--- src/rtl/gumnut_port_pkg.sv ---
// Shared constants and types for Gumnut I/O port peripherals.
// Register offsets and control-bit positions of the port timer.
package gumnut_port_pkg;

    typedef logic [7:0] port_word_t;

    localparam logic [2:0] OFF_CTRL   = 3'd0;
    localparam logic [2:0] OFF_STATUS = 3'd1;
    localparam logic [2:0] OFF_RLD_LO = 3'd2;
    localparam logic [2:0] OFF_RLD_HI = 3'd3;
    localparam logic [2:0] OFF_CNT_LO = 3'd4;
    localparam logic [2:0] OFF_CNT_HI = 3'd5;
    localparam logic [2:0] OFF_PRESC  = 3'd6;

    localparam int CTRL_EN   = 0;
    localparam int CTRL_AUTO = 1;
    localparam int CTRL_IE   = 2;

endpackage

--- src/rtl/gumnut_port_if.sv ---
// Gumnut I/O port bus: core (master) to peripheral (slave).
interface gumnut_port_if;
    import gumnut_port_pkg::*;

    logic       port_cyc_i;
    logic       port_stb_i;
    logic       port_we_i;
    port_word_t port_adr_i;
    port_word_t port_dat_i;
    logic       port_ack_o;
    port_word_t port_dat_o;

    modport master (
        output port_cyc_i, port_stb_i, port_we_i,
        output port_adr_i, port_dat_i,
        input  port_ack_o, port_dat_o
    );

    modport slave (
        input  port_cyc_i, port_stb_i, port_we_i,
        input  port_adr_i, port_dat_i,
        output port_ack_o, port_dat_o
    );

endinterface

--- src/rtl/gumnut_port_slave.sv ---
// Reusable port-bus slave: 8-word decode, one-cycle ack pulse,
// registered read data that is zero whenever ack is low.
module gumnut_port_slave
    import gumnut_port_pkg::*;
#(
    parameter port_word_t BASE_ADDR = 8'h10
) (
    input  logic         clk_i,
    input  logic         rst_i,
    gumnut_port_if.slave bus,
    input  port_word_t   rd_data,
    output logic [2:0]   off,
    output logic         wr_en,
    output logic         rd_en,
    output port_word_t   wr_data
);

    logic       sel;
    logic       acc;
    logic       ack_q;
    port_word_t dat_q;

    assign sel = bus.port_cyc_i & bus.port_stb_i
               & (bus.port_adr_i[7:3] == BASE_ADDR[7:3]);

    // A held strobe must not produce a second access on the ack cycle.
    assign acc     = sel & ~ack_q;
    assign wr_en   = acc & bus.port_we_i;
    assign rd_en   = acc & ~bus.port_we_i;
    assign off     = bus.port_adr_i[2:0];
    assign wr_data = bus.port_dat_i;

    always_ff @(posedge clk_i or negedge rst_i) begin
        if (!rst_i) begin
            ack_q <= 1'b0;
            dat_q <= '0;
        end else begin
            ack_q <= acc;
            dat_q <= rd_en ? rd_data : '0;
        end
    end

    assign bus.port_ack_o = ack_q;
    assign bus.port_dat_o = dat_q;

endmodule

--- src/rtl/gumnut_port_timer.sv ---
// 16-bit interval timer with 8-bit prescaler on the Gumnut port bus.
// Expiry raises int_req_o when enabled; int_ack_i or W1C clears it.
module gumnut_port_timer
    import gumnut_port_pkg::*;
#(
    parameter port_word_t BASE_ADDR = 8'h10
) (
    input  logic         clk_i,
    input  logic         rst_i,
    gumnut_port_if.slave bus,
    output logic         int_req_o,
    input  logic         int_ack_i
);

    logic [2:0]  off;
    logic        wr_en;
    logic        rd_en;
    port_word_t  wr_data;
    port_word_t  rd_data;

    logic        en;
    logic        auto_rld;
    logic        ie;
    logic        exp_q;
    logic [15:0] reload;
    logic [15:0] count;
    port_word_t  rld_lo;
    port_word_t  cnt_hi_sh;
    port_word_t  presc;
    port_word_t  psc_cnt;

    logic wr_ctrl, wr_status, wr_rlo, wr_rhi, wr_presc;
    logic rd_clo, psc_wrap, tick, expire;

    gumnut_port_slave #(
        .BASE_ADDR(BASE_ADDR)
    ) u_slave (
        .clk_i  (clk_i),
        .rst_i  (rst_i),
        .bus    (bus),
        .rd_data(rd_data),
        .off    (off),
        .wr_en  (wr_en),
        .rd_en  (rd_en),
        .wr_data(wr_data)
    );

    assign wr_ctrl   = wr_en & (off == OFF_CTRL);
    assign wr_status = wr_en & (off == OFF_STATUS);
    assign wr_rlo    = wr_en & (off == OFF_RLD_LO);
    assign wr_rhi    = wr_en & (off == OFF_RLD_HI);
    assign wr_presc  = wr_en & (off == OFF_PRESC);
    assign rd_clo    = rd_en & (off == OFF_CNT_LO);

    // A RELOAD_HI write swallows a coincident tick.
    assign psc_wrap = en & (psc_cnt == presc);
    assign tick     = psc_wrap & ~wr_rhi;
    assign expire   = tick & (count == 16'd0);

    always_comb begin
        rd_data = '0;
        case (off)
            OFF_CTRL:   rd_data = {5'd0, ie, auto_rld, en};
            OFF_STATUS: rd_data = {7'd0, exp_q};
            OFF_RLD_LO: rd_data = rld_lo;
            OFF_RLD_HI: rd_data = reload[15:8];
            OFF_CNT_LO: rd_data = count[7:0];
            OFF_CNT_HI: rd_data = cnt_hi_sh;
            OFF_PRESC:  rd_data = presc;
            default:    rd_data = '0;
        endcase
    end

    always_ff @(posedge clk_i or negedge rst_i) begin
        if (!rst_i) begin
            en       <= 1'b0;
            auto_rld <= 1'b0;
            ie       <= 1'b0;
        end else if (wr_ctrl) begin
            en       <= wr_data[CTRL_EN];
            auto_rld <= wr_data[CTRL_AUTO];
            ie       <= wr_data[CTRL_IE];
        end else if (expire && !auto_rld) begin
            en <= 1'b0;
        end
    end

    always_ff @(posedge clk_i or negedge rst_i) begin
        if (!rst_i) begin
            exp_q     <= 1'b0;
            int_req_o <= 1'b0;
        end else begin
            if (expire)
                exp_q <= 1'b1;
            else if (int_ack_i || (wr_status && wr_data[0]))
                exp_q <= 1'b0;
            int_req_o <= exp_q & ie;
        end
    end

    always_ff @(posedge clk_i or negedge rst_i) begin
        if (!rst_i) begin
            rld_lo    <= '0;
            reload    <= '0;
            presc     <= '0;
            cnt_hi_sh <= '0;
        end else begin
            if (wr_rlo)
                rld_lo <= wr_data;
            if (wr_rhi)
                reload <= {wr_data, rld_lo};
            if (wr_presc)
                presc <= wr_data;
            if (rd_clo)
                cnt_hi_sh <= count[15:8];
        end
    end

    always_ff @(posedge clk_i or negedge rst_i) begin
        if (!rst_i) begin
            psc_cnt <= '0;
            count   <= '0;
        end else begin
            if (wr_rhi)
                psc_cnt <= '0;
            else if (en)
                psc_cnt <= psc_wrap ? 8'd0 : psc_cnt + 8'd1;

            if (wr_rhi)
                count <= {wr_data, rld_lo};
            else if (tick && count != 16'd0)
                count <= count - 16'd1;
            else if (expire && auto_rld)
                count <= reload;
        end
    end

endmodule

--- src/flat_wrapper.sv ---
// flat-port wrapper written by rule: the top's interface ports become plain ports
module gumnut_port_timer_flat import gumnut_port_pkg::*;
#(
    parameter port_word_t BASE_ADDR = 8'h10
)
  (clk_i, rst_i, int_req_o, int_ack_i, bus_port_cyc_i, bus_port_stb_i, bus_port_we_i, bus_port_adr_i, bus_port_dat_i, bus_port_ack_o, bus_port_dat_o);
  gumnut_port_if bus_i ();
  input  logic clk_i;
  input  logic rst_i;
  output logic int_req_o;
  input  logic int_ack_i;
  input wire logic [$bits(bus_i.port_cyc_i)-1:0] bus_port_cyc_i;
  input wire logic [$bits(bus_i.port_stb_i)-1:0] bus_port_stb_i;
  input wire logic [$bits(bus_i.port_we_i)-1:0] bus_port_we_i;
  input wire logic [$bits(bus_i.port_adr_i)-1:0] bus_port_adr_i;
  input wire logic [$bits(bus_i.port_dat_i)-1:0] bus_port_dat_i;
  output wire logic [$bits(bus_i.port_ack_o)-1:0] bus_port_ack_o;
  output wire logic [$bits(bus_i.port_dat_o)-1:0] bus_port_dat_o;
  assign bus_i.port_cyc_i = bus_port_cyc_i;
  assign bus_i.port_stb_i = bus_port_stb_i;
  assign bus_i.port_we_i = bus_port_we_i;
  assign bus_i.port_adr_i = bus_port_adr_i;
  assign bus_i.port_dat_i = bus_port_dat_i;
  assign bus_port_ack_o = bus_i.port_ack_o;
  assign bus_port_dat_o = bus_i.port_dat_o;
  gumnut_port_timer #(.BASE_ADDR(BASE_ADDR)) u_core (.clk_i(clk_i), .rst_i(rst_i), .bus(bus_i), .int_req_o(int_req_o), .int_ack_i(int_ack_i));
endmodule
--- config.mk ---
export PLATFORM = sky130hd
export DESIGN_NAME = gumnut_port_timer_flat
export DESIGN_NICKNAME = d
export VERILOG_FILES = /design/src/rtl/gumnut_port_pkg.sv /design/src/rtl/gumnut_port_if.sv /design/src/rtl/gumnut_port_slave.sv /design/src/rtl/gumnut_port_timer.sv /design/src/flat_wrapper.sv
export SDC_FILE = /design/constraint.sdc
export NUM_CORES = 1
export LEC_CHECK = 0
export ABC_AREA = 1
export CORE_AREA = 3 3 103 76
export CTS_CLUSTER_DIAMETER = 80
export DETAILED_ROUTE_END_ITERATION = 12
export DIE_AREA = 0 0 106 79
export GPL_TIMING_DRIVEN = 1
export PLACE_DENSITY = 0.83
export SYNTH_ARGS = -nofsm -noshare
export SYNTH_HDL_FRONTEND = slang
export SYNTH_SLANG_ARGS = --single-unit
--- constraint.sdc ---
create_clock -name clk_i -period 5.3 [get_ports clk_i]
set_input_delay 0.795 -clock clk_i [delete_from_list [all_inputs] [get_ports clk_i]]
set_output_delay 0.795 -clock clk_i [all_outputs]
set_load 0.01 [all_outputs]
==> impl_metrics.ini, run 1 <==
[outcome]
outcome = completed

[finish]
fill_cells = 572
area_growth_pct = 11.6
num-nets-final = 632
seqCellArea_mm2 = 0.00195
post-route-cell-area_mm2 = 0.00480
multiInputGateArea_mm2 = 0.00197
diodes = 0
drive_gt1_share_pct = 5.24

[synth]
synth_edf_count = 0
synth_fp_nets = 604
yosysTopAreaCellShare_pct = 45.4
synth.distinct_cells = 34
synthTopCellsByArea = dfrtp_1 (45%), nand2_1 (16%), inv_1 (6.8%)
synth.most_common_cell = nand2_1
async_reset_ff_share_pct = 100
synth_compound_area_share_pct = 10.4
synth_area_mm2 = 0.00430
synth_top_family_by_area = simple AND/OR/NAND/NOR gates
synthXorXnorAreaFrac_pct = 1.83
ys_seq_elements = 78
avgSynthCellArea_um2 = 7.43
synth_mux_area_share_pct = 1.57
yosys-top-cells-count = nand2_1 (185), dfrtp_1 (78), inv_1 (78)
ys.warnings.count = 0
ys_seq_area_share_pct = 45.4
synth_fa_ha_area_share_pct = 0.873
synth.largest_area_cell = dfrtp_1
synthFlopType = dfrtp_1
synthSimpleGateAreaFrac_pct = 31.1
synthCells = 579

[floorplan]
start_util_pct = 63.6
die_height_um = 79
io_pins = 32
fp.coreArea_mm2 = 0.00676
die_x_um = 106
rows = 25
dieArea_mm2 = 0.00837

[power_and_ir_drop]
p_switching_uw = 424
ir_drop_mv = 0.281
p_int_uw = 887
combinationalPowerShare_pct = 19.2
seq_power_share_pct = 51.7
switching_share_pct = 32.4
power_density_mw_per_mm2 = 273
clkPwrFrac_pct = 29.1
total_power_uw = 1310
leakage_uw = 0.00243

[sta]
drv_slew = 0
whs_ns = 0.491
worstMarginPinSlew_ns = 0.971
final_hold_viol_count = 0
setup_viol = 0
fmax_mhz = 316
fin_crit_ns = 3.17
relSlewSlack_pct = 35.3
period_share_pct = 59.8
tns_ns = 0
skew_ns = 0.0137
rsz0062_at_grt = no

[routing]
wl_mm = 11.9
drt_iter0_drc = 468
vias_per_cell = 5.76
dr.pass1.iters = 6
vias = 4059
wire_per_inst_um = 16.8
drc = 0
antenna_left = 0

[min_path]
worstHoldPathType = flip-flop to flip-flop

[placement]
hpwl_mm = 8.75
gp_congestion = 1.01
port_buffers = 31
placed_area_mm2 = 0.00464

[cts]
clock-root-buffer = clkbuf_8
cts_hold_buf = 0
ctsHtreeMaxLevel = 3
cts.sinks = 78
cts_buffers = 9
clk_latency_ns = 0.38
post_cts_buffers = 0
path_clk_slew_ns = 0.07
postCtsResizedCells = 0
cts_buffer_depth = 2
tritoncts = built

[global_route]
grt_max_degree = 79
grt.total_usage_pct = 31.2
grt_pass1_wl_mm = 19.8
grt_overflow = 0
grt_pass1_vias = 3848
antenna_found_initial = 0

[setup_path]
start_kind = input port
crit_arrival_ns = 3.42
worst-setup-path-type = input port to flip-flop
endpoint_kind = flip-flop
required_ns = 5.55
cp_max_fo = 44

[job]
maxCapViolCount = 0
==> metal layers <==
metal	GRT usage [%]	share of wire, %	wire length (um)
met5	0	0	0
met1	44.6	44	5240
met2	42.7	40	4690
met4	12.3	2.8	332
met3	11.7	13	1600
==> cell usage in the layout, fill, tap and decap left out, types with 2 or more instances in the layout <==
| cell type | count |
|---|---|
| o22ai_1 | 11 |
| ha_1 | 3 |
| xnor2_1 | 3 |
| inv_1 | 78 |
| nor3_1 | 5 |
| nand3_1 | 45 |
| a221oi_1 | 5 |
| clkinv_2 | 4 |
| clkbuf_8 | 9 |
| o211ai_1 | 5 |
| nand4_1 | 15 |
| a31oi_1 | 2 |
| nor2_1 | 53 |
| a21oi_1 | 14 |
| clkdlybuf4s50_1 | 30 |
| nor2_2 | 4 |
| o21ai_0 | 35 |
| nand2_1 | 185 |
| mux2_2 | 6 |
| xor2_1 | 6 |
| dfrtp_1 | 78 |
==> critical path: stages <==
cell             delay (ns)
clkdlybuf4s50_1        0.67
nand2_2                0.13
nor2_4                 0.26
nand4_4                0.56
inv_2                  0.58
nor2_2                 0.16
o211ai_1               0.15
nand2_1                0.08
==> kinds of logic after synthesis <==
logic type | after synthesis
xor gates and xnor gates | 9
and+or+nand+nor | 313
adders and majority gates | 3
muxes | 6
AOI/OAI and AO/OA | 77
buffers and inverters | 93
DFF | 78
==> power by group through the flow <==
stage	sequential (uW)	combinational (uW)	clock, uW
2_1_floorplan	673	165	0
3_3_place_gp	686	236	0
3_5_place_dp	688	244	0
4_1_cts	676	246	389
5_1_grt	683	279	413
6_report	678	251	382
==> metrics by stage <==
| stage | worst slack (ns) | utilization [%] | cells |
|---|---|---|---|
| after floorplan | 3.18 | - | 579 |
| after global placement | 1.93 | 68.7 | 690 |
| after detailed placement | 1.81 | 68.7 | 690 |
| after CTS | 2.21 | 71.0 | 705 |
| after global routing | 1.95 | 71.0 | 705 |
| final | 2.13 | 71.0 | 705 |
==> layout make-up <==
type / count / share of cell area, %
clock inverter: 5 / 0.574
clock buffer: 10 / 2.66
sequential: 78 / 40.7
tap: 94 / 2.45
inverter: 79 / 6.18
multi-input combinational: 408 / 41.1
timing repair buffer: 31 / 6.41
==> path summary, 6_finish.rpt <==
| check | startpoint | end | slack, ns | cells after the start |
|---|---|---|---|---|
| min in group asynchronous | rst_i | u_core.cnt_hi_sh[0] | 0.58 | 1 |
| max in group asynchronous | rst_i | u_core.rld_lo[1] | 4.10 | 1 |
| min | u_core.cnt_hi_sh[3] | u_core.cnt_hi_sh[3] | 0.49 | 2 |
| min reg2reg | u_core.cnt_hi_sh[3] | u_core.cnt_hi_sh[3] | 0.49 | 2 |
| max | bus_port_adr_i[0] | u_core.count[7] | 2.13 | 8 |
| max reg2reg | u_core.psc_cnt[3] | u_core.count[7] | 2.67 | 10 |
==> flip-flops by register name, indices dropped and copies added, names as in the netlist <==
signal and cells:
u_core.u_slave.bus.port_dat_o 8, u_core.count 16, u_core.exp_q 1, u_core.ie 1, u_core.en 1, u_core.presc 8, u_core.auto_rld 1, u_core.psc_cnt 8
u_core.u_slave.bus.port_ack_o 1, u_core.cnt_hi_sh 8, u_core.reload 16, u_core.int_req_o 1, u_core.rld_lo 8
Note: power is estimated with default switching activity, not from simulation.
==> run 2: changes to the inputs <==
- CORE_AREA: 3 3 103 76 -> 3 3 107 78
- DIE_AREA: 0 0 106 79 -> 0 0 110 81
- PLACE_DENSITY: 0.83 -> 0.78
- clock period: 5.3 -> 3.3 ns (I/O delays scaled with it)
==> impl_metrics.ini, run 2 (synthesis results as in run 1) <==
[finish]
num-nets-final = 637
area_growth_pct = 13.6
diodes = 0
final_cell_mix = nand2_1 (185), inv_1 (78), dfrtp_1 (78), nor2_1 (53), nand3_1 (45)
mostFrequentLayoutCell = nand2_1
drive_gt1_share_pct = 6.16
largestRegisters = u_core.count x16, u_core.reload x16

[sta]
drv_slew = 0
rsz0062_at_grt = no
final_hold_viol_count = 0
skew_ns = 0.00716
setup_ws_ns = 0.852
setup_viol = 0
tns_ns = 0
period_share_pct = 74.2
fin_crit_ns = 2.45
worstMarginPinSlew_ns = 0.965
fmax_mhz = 408
relSlewSlack_pct = 35.6

[placement]
hpwl_mm = 9.05
post-place-ws_ns = 0.505
gp_congestion = 0.959
port_buffers = 31

[routing]
vias = 4112
wl_mm = 12.0
antenna_left = 0
drt_iter0_drc = 402
vias_per_cell = 5.75
wire_per_inst_um = 16.8
drc = 0
dr.pass1.iters = 6

[setup_path]
endpoint_kind = flip-flop
cp_max_fo = 25
critPathBufInv = 2
reg2regPathDepth = 10
slowest_stage = clkdlybuf4s50_1
worst-setup-path-type = input port to flip-flop
crit_arrival_ns = 2.69
required_ns = 3.54
cp_top_family = buffers and inverters
start_kind = input port
regToRegSetupSlack_ns = 0.97
cp_cell_sequence = clkdlybuf4s50_1 > nand2_2 > nor2_4 > nand4_4 > inv_2 > nor2_2 > o211ai_1 > nand2_1
critPathMaxStageDelay_ns = 0.65
crit_cells = 8

[floorplan]
die_x_um = 110
fp.coreArea_mm2 = 0.00732
dieArea_mm2 = 0.00891
rows = 26
io_pins = 32
die_height_um = 81
start_util_pct = 58.7

[cts]
cts_buffer_depth = 2
cts_buffers = 9
postCtsResizedCells = 0
post_cts_buffers = 0
clock-root-buffer = clkbuf_8
path_clk_slew_ns = 0.08
clk_latency_ns = 0.36
tritoncts = built
ctsHtreeMaxLevel = 3
cts.sinks = 78
cts_hold_buf = 0

[power_and_ir_drop]
leakage_uw = 0.00246
ir_drop_mv = 0.313
power_density_mw_per_mm2 = 452

[global_route]
grt_max_degree = 79
grt_pass1_wl_mm = 19.8
grt_overflow = 0
grt_pass1_vias = 3929
grt.total_usage_pct = 29.7
antenna_found_initial = 0

[job]
maxCapViolCount = 0

[min_path]
worstHoldPathType = input port to asynchronous set/reset pin

[outcome]
outcome = completed
run 2: cell count changes in the layout (fill, tap and decap cells not counted), sizes merged:
cell | previous run | this run
clkinvlp | 1 | 3
clkinv | 4 | 0
inv | 79 | 81
buf | 1 | 6
bufinv | 0 | 1
run 2: per-stage QoR:
| stage | std cells | area [um2] | util [%] | total power [uW] | hold WS [ns] |
|---|---|---|---|---|---|
| after floorplan | 579 | 4300 | - | 1350 | 0.199 |
| after global placement | 699 | 4690 | 64.0 | 1480 | 0.457 |
| after detailed placement | 699 | 4690 | 64.0 | 1480 | 0.463 |
| after CTS | 715 | 4880 | 66.7 | 2210 | 0.317 |
| after global routing | 715 | 4880 | 66.7 | 2330 | 0.341 |
| final | 715 | 4880 | 66.7 | 2210 | 0.257 |
run 2: worst register-to-register path, cell delays in order, from the launching register on:
cell	delay, ns
dfrtp_1	0.38
inv_1	0.10
nand2_1	0.12
o21ai_0	0.10
nor2_1	0.10
nand3_1	0.08
nor2_2	0.49
o21ai_2	0.30
nor2_2	0.37
o211ai_1	0.14
nand2_1	0.09
run 2: power breakdown:
part / internal, uW / switching (uW) / total, uW
sequential: 1020 / 66.8 / 1080
clock: 355 / 378 / 732
combinational: 144 / 248 / 391
total: 1520 / 692 / 2210
run 2: metal layers:
layer  global-route usage, %  vias up  part of all wire [%]
li1                        -     1932                     -
met1                    44.3     1932                    46
met2                    41.6      223                    41
met3                    8.10       25                    11
met4                    9.84        0                   2.2
met5                       0        -                     0
run 2: path summary, 6_finish.rpt:
| path | start | endpoint |
|---|---|---|
| max | bus_port_adr_i[0] | u_core.count[7] |
| min | rst_i | u_core.int_req_o |
| max reg2reg | u_core.psc_cnt[0] | u_core.count[7] |
| min reg2reg | u_core.reload[4] | u_core.reload[4] |
| max in group asynchronous | rst_i | u_core.count[6] |
| min in group clk_i | u_core.reload[4] | u_core.reload[4] |
run 2: layout make-up:
| class | instances | area [um2] |
|---|---|---|
| clock inverters | 6 | 70.1 |
| flip-flops and latches | 78 | 1950 |
| multi-input cells | 408 | 1970 |
| fillers | 610 | 2430 |
| inverters | 79 | 297 |
| repair buffers | 36 | 345 |
| well taps | 98 | 123 |
| clock buffers | 10 | 128 |
==> run 3: changes to the inputs <==
- CORE_AREA: 3 3 107 78 -> 3 3 112 82
- DIE_AREA: 0 0 110 81 -> 0 0 115 85
- PLACE_DENSITY: 0.78 -> 0.75
- clock period: 3.3 -> 2.05 ns (I/O delays scaled with it)
==> impl_metrics.ini, run 3 (synthesis results as in run 1) <==
[outcome]
outcome = completed

[global_route]
grtUsageMet3_pct = 9.55
gr-usage-met2_pct = 38.4
antenna_found_initial = 0
grt_use_met1_pct = 43.3
grt_max_degree = 45
grt.total_usage_pct = 28.1
grt_busiest_layer = met1
grt_pass1_vias = 3984
grt_overflow = 0
grt_pass1_wl_mm = 21.2

[setup_path]
reg2regPathDepth = 8
critPathMaxStageDelay_ns = 0.42
start_kind = flip-flop
regToRegEndpoint = u_core.count[4]
crit_top_cell = nand2_1
critPathBufInv = 0
required_ns = 2.28
timing.rr.start = u_core.count[11]
regToRegSetupSlack_ns = 0.15
worst-setup-path-type = flip-flop to flip-flop
cp_top_family = simple AND/OR/NAND/NOR gates
cp_cell_sequence = nor2_1 > nand2_1 > nor2_1 > nand4_1 > o21ai_4 > nand2_1 > nand2_1 > nand2_1
endpoint_kind = flip-flop
crit_arrival_ns = 2.13
slowest_stage = dfrtp_1
cp_max_fo = 7

[routing]
dr.pass1.iters = 6
drc = 0
vias_per_cell = 5.57
vias = 4256
antenna_left = 0
wl_mm = 13.0
drt_iter0_drc = 468
wire_per_inst_um = 17.0

[cts]
clock-root-buffer = clkbuf_16
clk_latency_ns = 0.34
tritoncts = built
cts_buffers = 9
path_clk_slew_ns = 0.06
cts_buffer_depth = 2
cts.sinks = 78
ctsHtreeMaxLevel = 3

[floorplan]
io_pins = 32
fp.coreArea_mm2 = 0.00827
start_util_pct = 52.0
die_height_um = 85
dieArea_mm2 = 0.00978
die_x_um = 115
rows = 28

[placement]
gp_congestion = 1.02
hpwl_mm = 9.91
placed_area_mm2 = 0.00507
port_buffers = 31
dp_cells = 747

[sta]
period_share_pct = 92.6
worstMarginPinSlew_ns = 0.468
fmax_mhz = 527
setup_viol = 0
relSlewSlack_pct = 68.6
fin_crit_ns = 1.90
drv_slew = 0
skew_ns = 0.00689
final_hold_viol_count = 0

[power_and_ir_drop]
power_density_mw_per_mm2 = 729
ir_drop_mv = 0.577
leakage_uw = 0.00272

[job]
maxCapViolCount = 0

[finish]
drive_gt1_share_pct = 12.0
diodes = 0
seqCellArea_mm2 = 0.00195
num-nets-final = 679
area_growth_pct = 24.7
largestRegisters = u_core.count x16, u_core.reload x16
layout.cells.non_filler = 764
mostFrequentLayoutCell = nand2_1
multiInputGateArea_mm2 = 0.00198
post-route-cell-area_mm2 = 0.00536
final_cell_mix = nand2_1 (185), inv_1 (78), dfrtp_1 (78), nor2_1 (53), nand3_1 (45)
fill_cells = 701

[min_path]
worstHoldPathType = input port to asynchronous set/reset pin
==> run 3: cell types whose count changed in the layout (fill, tap and decap cells not counted), sizes merged <==
cell and delta:
clkbuf +1, bufinv -1, buf +41, inv -2, clkinv +4, dlygate4sd3 +1
clkinvlp -2
==> run 3: per-layer routing <==
metal	part of all wire, %	wire length, um	vias up
met5	0	0	-
met4	1.2	157	0
met3	11	1440	18
met2	41	5280	226
met1	47	6150	1991
li1	-	-	2021
==> run 3: power by group <==
part / switching (uW) / total, uW / internal [uW]
logic: 419 / 680 / 262
clock network: 638 / 1490 / 853
registers: 96.1 / 1740 / 1640
==> run 3: layout make-up <==
cell class | count | area share, %
multi-input cells | 408 | 36.9
clock inverters | 5 | 0.653
repair buffers | 78 | 13.5
well taps | 105 | 2.45
flip-flops and latches | 78 | 36.4
inverters | 79 | 5.53
clock buffers | 11 | 4.53
==> run 3: worst max-delay path by stage <==
stage                                  startpoint                to  slack, ns  cells past startpoint
detailed placement              bus_port_adr_i[5]  u_core.rld_lo[0]      -0.12                     10
floorplan           u_core.u_slave.bus.port_ack_o  u_core.rld_lo[0]       0.34                      8
global placement                   bus_port_cyc_i  u_core.rld_lo[3]      -0.03                      9
finish                           u_core.count[11]   u_core.count[4]       0.15                      8
CTS                              u_core.count[11]   u_core.count[4]       0.11                      8
global route                     u_core.count[11]  u_core.count[15]      -0.01                      8
==> run 3: what timing repair did <==
item	CTS	global route
hold buffers	1	0
setup buffers	0	0
setup endpoints to repair	0	9
gates resized for setup	0	1
endpoints found under the hold margin	34	0
==> run 3: metrics by stage <==
step / TNS [ns] / hold WS, ns / total power (uW) / util [%] / worst slack [ns]
2_1_floorplan: 0 / 0.0119 / 2170 / - / 0.339
4_1_cts: 0 / 0.482 / 3900 / 64.8 / 0.111
3_5_place_dp: -0.835 / 0.292 / 2430 / 61.3 / -0.119
6_report: 0 / 0.463 / 3910 / 64.8 / 0.152
3_3_place_gp: -0.190 / 0.287 / 2410 / 61.3 / -0.0272
5_1_grt: -0.0264 / 0.503 / 4080 / 64.8 / -0.0110
